===== src/rtl/serial_word_receiver.sv =====
// serial_word_receiver: receive side of the single-wire serial word link.
// Re-synchronizes the data/enable lines, reassembles a 32-bit word sent MSB
// first, checks frame length and trailer bit, and hands good words to a
// consumer over a valid/ack handshake.
module serial_word_receiver #(
   parameter int SYNC_STAGES = 2
) (
   input  logic        clk,
   input  logic        reset,
   input  logic        ser_data,
   input  logic        ser_en,
   output logic [31:0] word,
   output logic        word_valid,
   input  logic        word_ack,
   output logic        busy,
   output logic        frame_err,
   output logic [1:0]  err_code,
   output logic        overrun,
   output logic [15:0] frame_count
);

   typedef enum logic [1:0] {WAIT_LOW, IDLE, SHIFT, TRAIL} state_t;

   // Synchronized samples. rdy_s marks that the synchronizer has refilled
   // since reset, so its reset zeros are never mistaken for a low enable
   // (which would let a frame already in flight be picked up mid-way).
   logic en_s, din_s, rdy_s;

   generate
      if (SYNC_STAGES == 0) begin : g_direct
         assign en_s  = ser_en;
         assign din_s = ser_data;
         assign rdy_s = 1'b1;
      end else begin : g_sync
         logic [2:0] stage [SYNC_STAGES];

         // Shift {ready, enable, data} through the synchronizer chain.
         always_ff @(posedge clk or posedge reset) begin
            if (reset) begin
               for (int i = 0; i < SYNC_STAGES; i++) stage[i] <= 3'b000;
            end else begin
               stage[0] <= {1'b1, ser_en, ser_data};
               for (int i = 1; i < SYNC_STAGES; i++) stage[i] <= stage[i-1];
            end
         end

         assign {rdy_s, en_s, din_s} = stage[SYNC_STAGES-1];
      end
   endgenerate

   state_t      state, state_next;
   logic [5:0]  hc, hc_next;
   logic [31:0] sr, sr_next;
   logic        trailer, trailer_next;
   logic        good, bad;
   logic [1:0]  bad_code;

   // Frame state, cycle counter, shift register and captured trailer bit.
   always_ff @(posedge clk or posedge reset) begin
      if (reset) begin
         state   <= WAIT_LOW;
         hc      <= 6'd0;
         sr      <= 32'd0;
         trailer <= 1'b0;
      end else begin
         state   <= state_next;
         hc      <= hc_next;
         sr      <= sr_next;
         trailer <= trailer_next;
      end
   end

   // Next-state logic; frame verdict is decided on the first low en_s.
   always_comb begin
      state_next   = state;
      hc_next      = hc;
      sr_next      = sr;
      trailer_next = trailer;
      good         = 1'b0;
      bad          = 1'b0;
      bad_code     = 2'b00;
      case (state)
         WAIT_LOW: begin
            if (rdy_s && !en_s) state_next = IDLE;
         end
         IDLE: begin
            if (en_s) begin
               state_next = SHIFT;
               hc_next    = 6'd1;
            end
         end
         SHIFT: begin
            if (!en_s) begin
               bad        = 1'b1;
               bad_code   = 2'b01;
               state_next = IDLE;
            end else begin
               sr_next = {sr[30:0], din_s};
               hc_next = hc + 6'd1;
               if (hc == 6'd32) state_next = TRAIL;
            end
         end
         TRAIL: begin
            if (!en_s) begin
               state_next = IDLE;
               if (hc > 6'd34) begin
                  bad      = 1'b1;
                  bad_code = 2'b10;
               end else if (hc < 6'd34) begin
                  // Enable dropped right after the last data bit: no trailer.
                  bad      = 1'b1;
                  bad_code = 2'b01;
               end else if (trailer) begin
                  bad      = 1'b1;
                  bad_code = 2'b11;
               end else begin
                  good = 1'b1;
               end
            end else begin
               if (hc == 6'd33) trailer_next = din_s;
               if (hc != 6'd63) hc_next = hc + 6'd1;
            end
         end
         default: state_next = WAIT_LOW;
      endcase
   end

   assign busy = (state == SHIFT) || (state == TRAIL);

   // Consumer side: word hand-off, handshake, error/overrun pulses, count.
   always_ff @(posedge clk or posedge reset) begin
      if (reset) begin
         word        <= 32'd0;
         word_valid  <= 1'b0;
         frame_err   <= 1'b0;
         err_code    <= 2'b00;
         overrun     <= 1'b0;
         frame_count <= 16'd0;
      end else begin
         frame_err <= bad;
         overrun   <= good && word_valid && !word_ack;
         if (bad) err_code <= bad_code;
         if (good) begin
            word        <= sr;
            word_valid  <= 1'b1;
            frame_count <= frame_count + 16'd1;
         end else if (word_ack) begin
            word_valid <= 1'b0;
         end
      end
   end

endmodule


===== config.mk =====
export PLATFORM = sky130hd
export DESIGN_NAME = serial_word_receiver
export DESIGN_NICKNAME = d
export VERILOG_FILES = /design/src/rtl/serial_word_receiver.sv
export SDC_FILE = /design/constraint.sdc
export NUM_CORES = 1
export LEC_CHECK = 0
export CORE_MARGIN = 2
export CORE_UTILIZATION = 30
export CTS_BUF_LIST = sky130_fd_sc_hd__clkbuf_4 sky130_fd_sc_hd__clkbuf_8 sky130_fd_sc_hd__clkbuf_16
export CTS_CLUSTER_SIZE = 24
export DETAILED_ROUTE_END_ITERATION = 6
export PLACE_DENSITY_LB_ADDON = 0.1
export SKIP_LAST_GASP = 1
export SYNTH_ARGS = -nofsm -noshare
export SYNTH_HDL_FRONTEND = slang
export SYNTH_SLANG_ARGS = --single-unit
export TNS_END_PERCENT = 5

===== constraint.sdc =====
create_clock -name clk -period 3.9 [get_ports clk]
set_clock_uncertainty 0.1 [all_clocks]
set_input_delay 0.78 -clock clk [delete_from_list [all_inputs] [get_ports clk]]
set_output_delay 0.78 -clock clk [all_outputs]
set_load 0.005 [all_outputs]

==> metrics.md, run 1 <==
| Metric | Value |
|---|---|
| Drt total wl | `8.43 mm` |
| Count of pins over their slew limit | `0` |
| Mapped Area | `4160 sq um` |
| Inst Count DP | `601` |
| WS Path Type | `register to primary output` |
| Met2 routed WL | `3.77 mm` |
| Die width | `122 um` |
| Max_slew headroom | `47.6%` |
| Cell Pwr Density | `451 nW/um^2` |
| Fraction of layout cells with a size suffix above 1 | `6.19%` |
| CTS tree | `built` |
| Ranking of synthesized cells by area | `dfrtp_1 60%, nand2_1 10%, mux2_1 8.9%, ha_1 3.0%, xnor2_1 2.5%` |
| Detailed-route wire length per cell | `13.7 um` |
| Maxcap violations | `0` |
| Fin nets | `447` |
| Syn_area_per_cell | `11.3 sq um` |
| Setup_tns | `0 ns` |
| Worst Path Required | `3.02 ns` |
| Grt total ovfl | `0` |
| DR top layer | `met4` |
| Fin crit period | `2.85 ns` |
| Clk_lat worst skew | `0.34 ns` |
| Synth Flop Type | `dfrtp_1` |
| CTS buffer count | `9` |
| Max FO, Critical Path | `6` |
| Post-Synthesis Cells | `369` |
| Top post-synthesis cells by count | `113 x nand2_1, 100 x dfrtp_1, 33 x mux2_1` |
| Htree depth | `3` |
| Core Box Area | `13700 sq um` |
| Crit. End Element | `primary output` |
| Metal-1 WL | `4.21 mm` |
| Initial antenna violation count | `0` |
| Reg2reg end | `word[18]` |
| Yosys reg bits | `100` |
| Routability Congestion | `0.804` |
| Clock Pin Slew Worst Setup and Hold Paths | `0.07 ns` |
| Starting Density | `30.3%` |
| Status | `finished, final reports clean` |
| Post-route insts no fill | `616` |
| Via count | `2781` |
| I/O Pins | `59` |
| Die height | `122 um` |
| Slew @ Worst Pin | `0.785 ns` |
| Yosys top cell by area | `dfrtp_1` |
| Hold WC Path Type | `register to register` |
| WP data arrival | `1.97 ns` |
| Finish-stage setup viols | `0` |
| First-pass DRT Iterations | `4` |
| Count leader, synth | `nand2_1` |
| Setup Buffers After CTS | `0` |
| Lkg Pwr | `0.00252 uW` |
| Post-CTS sizing | `0` |
| RSZ-0062 raised after global routing | `no` |
| CP endpoint | `busy` |
| Final hold violation count | `0` |
| Layout area overhead | `25.7%` |
| Starting DRT DRC Count | `188` |
| # fillers | `1381` |
| Met3 WL | `281 um` |
| Register area share after synthesis | `60.2%` |
| First-pass GRT wire length | `14.2 mm` |
| Vias per Instance | `4.51` |
| Synth top area share | `60.2%` |
| Clock root buffer | `clkbuf_16` |
| Total GRT Usage | `12.3%` |
| Peak supply drop | `0.159 mV` |
| Port Buffers | `58` |
| Final Cycle Share | `73.2%` |
| Max Clk Rate | `0.351 GHz` |
| Antenna viol nets, final | `0` |
| Largest net degree at the start of global routing | `63` |
| Vias in the first global route | `2828` |
| CTS Hold Bufs | `0` |
| Fraction of registers with async set/reset | `100%` |
| Worst Setup SP | `state[0]` |
| Number of synthesized flops with an enable pin | `0` |
| # rows | `43` |
| Netlist cell types | `42` |
| Die area | `14800 sq um` |
| FF-to-FF setup slack | `1.67 ns` |
| DRC errors left | `0` |
| Hold Slack | `0.248 ns` |
| Detailed placement HPWL | `5.60 mm` |
| Worst reg2reg path depth | `7` |
| Syn_nets | `384` |
| Hold Path Stages | `0` |
| Critical path launch point type | `register` |
| Reg2reg start | `hc[0]` |
| Syn. warnings | `0` |
| # diodes | `0` |
| CTS Buffer Depth | `2` |
| CTS sink cnt | `100` |
## worst min-delay path by stage
stage	start	to
2_1_floorplan	g_sync.stage[3]	din_s
3_3_place_gp	g_sync.stage[5]	g_sync.stage[2]
3_5_place_dp	g_sync.stage[3]	din_s
4_1_cts	g_sync.stage[3]	din_s
5_1_grt	g_sync.stage[3]	din_s
6_report	g_sync.stage[3]	din_s
## final cells by class
class	instances	area, sq um	share of cell area [%]
Clock inverter	6	42.5	0.814
Multi-Input combinational cell	251	1590	30.3
Inverter	7	28.8	0.551
Clock buffer	9	225	4.31
Tap cell	180	225	4.31
Sequential cell	100	2500	47.9
Timing Repair Buffer	63	618	11.8
## power by group
part           switching (uW)  internal (uW)  leakage [uW]
logic                     215            161       0.00102
registers                60.6           1100       0.00136
clock network             395            429      0.000127
## worst max-delay path, stage by stage (launching register included)
cell and delay [ns]:
dfrtp_1 0.38, inv_1 0.10, ha_1 0.27, nor2_1 0.31, inv_2 0.10, clkdlybuf4s50_1 0.45
## per-layer routing
layer	vias up	global-route usage [%]
li1	1361	-
met1	1359	17.1
met2	48	18.3
met3	13	2.48
met4	0	6.25
met5	-	0
## state kept, by name (all words and copies together) (netlist names)
signal        cells
word             32
sr               32
din_s             1
frame_err         1
hc                6
state             2
word_valid        1
g_sync.stage      4
trailer           1
overrun           1
err_code          2
en_s              1
frame_count      16
## layout by cell type, fill, tap and decap left out, types with 2 or more instances in the layout
cell type	count
and4_1	2
xor2_1	3
ha_1	10
clkinv_4	2
nor2_1	6
and3_1	2
clkdlybuf4s50_1	58
nor3_1	5
o31ai_1	3
nor2b_1	2
mux2i_1	2
clkbuf_16	9
nor4_4	2
buf_4	5
xnor2_1	12
dfrtp_1	100
nand4_1	6
o21ai_0	5
clkinvlp_4	2
inv_1	5
nand2b_1	5
a21oi_1	8
nand3_1	9
mux2_1	33
o21ai_1	4
clkinv_2	2
nand2_1	113
## cell families (layout without fill, tap and decap cells)
family	count (synthesis)	after routing	synth area share, %
AO/OA/AOI/OAI	27	27	3.91
buffers and inverters	18	85	1.84
other	1	1	0.0902
multiplexers	35	35	9.42
AND/OR/NAND/NOR	163	163	18.4
XOR/XNOR	15	15	3.16
adder cells (fa/ha/maj)	10	10	3.01
flip-flops	100	100	60.2
## stage by stage
stage / area, sq um / power, uW / util, % / setup slack [ns]
after global placement: 4960 / 1560 / 36.2 / 1.46
after global routing: 5230 / 2490 / 38.1 / 0.902
after CTS: 5230 / 2400 / 38.1 / 1.03
after floorplan: 4160 / 1430 / - / 0.401
final: 5230 / 2360 / 38.1 / 1.05
after detailed placement: 4960 / 1560 / 36.2 / 1.41
Power figures use the tool's default switching activity.
==> run 2: changes to the inputs <==
- clock period: 3.9 -> 2.55 ns (I/O delays scaled with it)
==> run 2 against run 1 <==
Critical path depth is the same. Largest cell class unchanged. Global-route usage shrank 0.39 points. Combinational power grew 72%. Count of clock-buffer cells in the layout grew 2. Routed wire length shrank 4.7%.
==> metrics.md, run 2 (same netlist as run 1, synthesis figures left out) <==
| Metric | Value |
|---|---|
| Vias in the first global route | `2770 (-2.1%)` |
| Largest registers | `sr: 32 flops, word: 32 flops, frame_count: 16 flops` |
| Die area | `14800 sq um (unchanged)` |
| Crit. End Element | `primary output` |
| Fin area | `5280 sq um (+0.96%)` |
| Fin crit period | `2.41 ns` |
| CP endpoint | `busy` |
| First-pass DRT Iterations | `4 (unchanged)` |
| Via count | `2780 (-0.036%)` |
| Max FO, Critical Path | `6 (unchanged)` |
| First-pass GRT wire length | `13.7 mm (-3.1%)` |
| Htree depth | `3 (unchanged)` |
| Total GRT Usage | `11.9% (-0.39 points)` |
| Lkg Pwr | `0.00254 uW (+0.83%)` |
| Fin nets | `450 (+0.67%)` |
| Critical path launch point type | `register` |
| Drt total wl | `8.03 mm (-4.7%)` |
| Count of pins over their slew limit | `0 (unchanged)` |
| Hold WC Path Type | `register to register` |
| Worst Setup SP | `state[0]` |
| Max_slew headroom | `62.7% (+15 points)` |
| Final Cycle Share | `94.7%` |
| Finish-stage setup viols | `0 (unchanged)` |
| Routability Congestion | `0.820 (+2.0%)` |
| Starting Density | `30.3% (unchanged)` |
| CTS sink cnt | `100 (unchanged)` |
| Status | `finished, final reports clean` |
| DR top layer | `met4` |
| Dpl cell area | `5000 sq um (+0.83%)` |
| CTS buffer count | `9 (unchanged)` |
| Cell Pwr Density | `690 nW/um^2 (+53%)` |
| RSZ-0062 raised after global routing | `no` |
| Grt total ovfl | `0 (unchanged)` |
| Slew @ Worst Pin | `0.559 ns (-0.226 ns)` |
| I/O Pins | `59 (unchanged)` |
| Layout area overhead | `26.9%` |
| # diodes | `0 (unchanged)` |
| Largest net degree at the start of global routing | `101 (+60%)` |
| Core Box Area | `13700 sq um (unchanged)` |
| # fillers | `1389 (+0.58%)` |
| Detailed placement HPWL | `5.22 mm (-6.7%)` |
| Max Clk Rate | `0.414 GHz` |
| DRC errors left | `0 (unchanged)` |
| Worst reg2reg path depth | `5 (-2)` |
| Die width | `122 um (unchanged)` |
| Clk_lat worst skew | `0.34 ns (about the same)` |
| Port Buffers | `58 (unchanged)` |
| Worst Path Required | `1.94 ns (-1.08 ns)` |
| WP data arrival | `1.80 ns (-0.17 ns)` |
| WS Path Type | `register to primary output` |
| Reg2reg start | `state[1]` |
| CTS Buffer Depth | `2 (unchanged)` |
| Final hold violation count | `0 (unchanged)` |
| Reg2reg end | `frame_count[9]` |
| # rows | `43 (unchanged)` |
| Die height | `122 um (unchanged)` |
| Met3 WL | `305 um (+8.5%)` |
| CTS tree | `built` |
| Setup_tns | `0 ns (unchanged)` |
| Metal-1 WL | `3.95 mm (-6.0%)` |
| FF-to-FF setup slack | `0.47 ns (-1.20 ns)` |
| CTS Hold Bufs | `0 (unchanged)` |
| Antenna viol nets, final | `0 (unchanged)` |
| Most common cell after layout, fill and taps aside | `nand2_1` |
| Peak supply drop | `0.259 mV (+64%)` |
| Fraction of layout cells with a size suffix above 1 | `7.52% (+1.3 points)` |
| Clock Pin Slew Worst Setup and Hold Paths | `0.06 ns (about the same)` |
| Starting DRT DRC Count | `198 (+5.3%)` |
| Maxcap violations | `0 (unchanged)` |
| Clock root buffer | `clkbuf_16` |
| Met2 routed WL | `3.59 mm (-4.7%)` |
| Commonest non-fill, non-tap cells in the layout | `113 x nand2_1, 100 x dfrtp_1, 58 x clkdlybuf4s50_1` |
| Vias per Instance | `4.49 (-0.52%)` |
| Detailed-route wire length per cell | `13.0 um (-5.2%)` |
| Initial antenna violation count | `0 (unchanged)` |
[run 2: power by group]
group	switching, uW	leakage [uW]	internal [uW]
Sequential	62.5	0.00136	1680
Combinational	369	0.00104	277
Clock	579	0.000133	678
Total	1010	0.00254	2630
[run 2: final cells by class]
type	count	area (sq um)	share of cell area, %
clock inverter	4	26.3	0.498
tap	180	225	4.27
timing repair buffer	66	653	12.4
inverter	7	30.0	0.569
clock buffer	11	240	4.55
sequential	100	2500	47.4
multi-input combinational	251	1600	30.3
[run 2: how the worst min path moves through the flow]
stage / from / to / slack, ns / cells past startpoint
CTS: g_sync.stage[5] / g_sync.stage[2] / 0.25 / 0
global route: g_sync.stage[4] / en_s / 0.26 / 0
global placement: g_sync.stage[5] / g_sync.stage[2] / 0.23 / 0
floorplan: g_sync.stage[3] / din_s / 0.23 / 0
detailed placement: g_sync.stage[5] / g_sync.stage[2] / 0.24 / 0
finish: g_sync.stage[5] / g_sync.stage[2] / 0.25 / 0
[run 2: routing by layer]
layer,up-vias,GRT usage [%]
met5,-,0
met4,0,6.18
met3,13,2.90
met2,50,17.6
met1,1349,16.3
li1,1368,-
[run 2: metrics by stage]
stage | hold slack [ns] | util (%) | total power, uW | worst slack (ns) | std cells
2_1_floorplan | 0.231 | - | 2190 | 0.690 | 369
3_3_place_gp | 0.234 | 36.5 | 2410 | 0.366 | 604
3_5_place_dp | 0.237 | 36.5 | 2410 | 0.301 | 604
4_1_cts | 0.249 | 38.4 | 3700 | 0.0340 | 619
5_1_grt | 0.256 | 38.5 | 3870 | 0.0131 | 619
6_report | 0.248 | 38.5 | 3640 | 0.135 | 619
[run 2: repair_timing]
action,CTS,global route
endpoints found under the setup margin,1,1
resized for setup,1,2
buffers inserted,0,0
[run 2: critical path: stages (launching register included)]
cell and delay, ns:
dfrtp_1 0.40, inv_1 0.14, ha_2 0.27, nor2_4 0.07, inv_2 0.09, clkdlybuf4s50_1 0.50
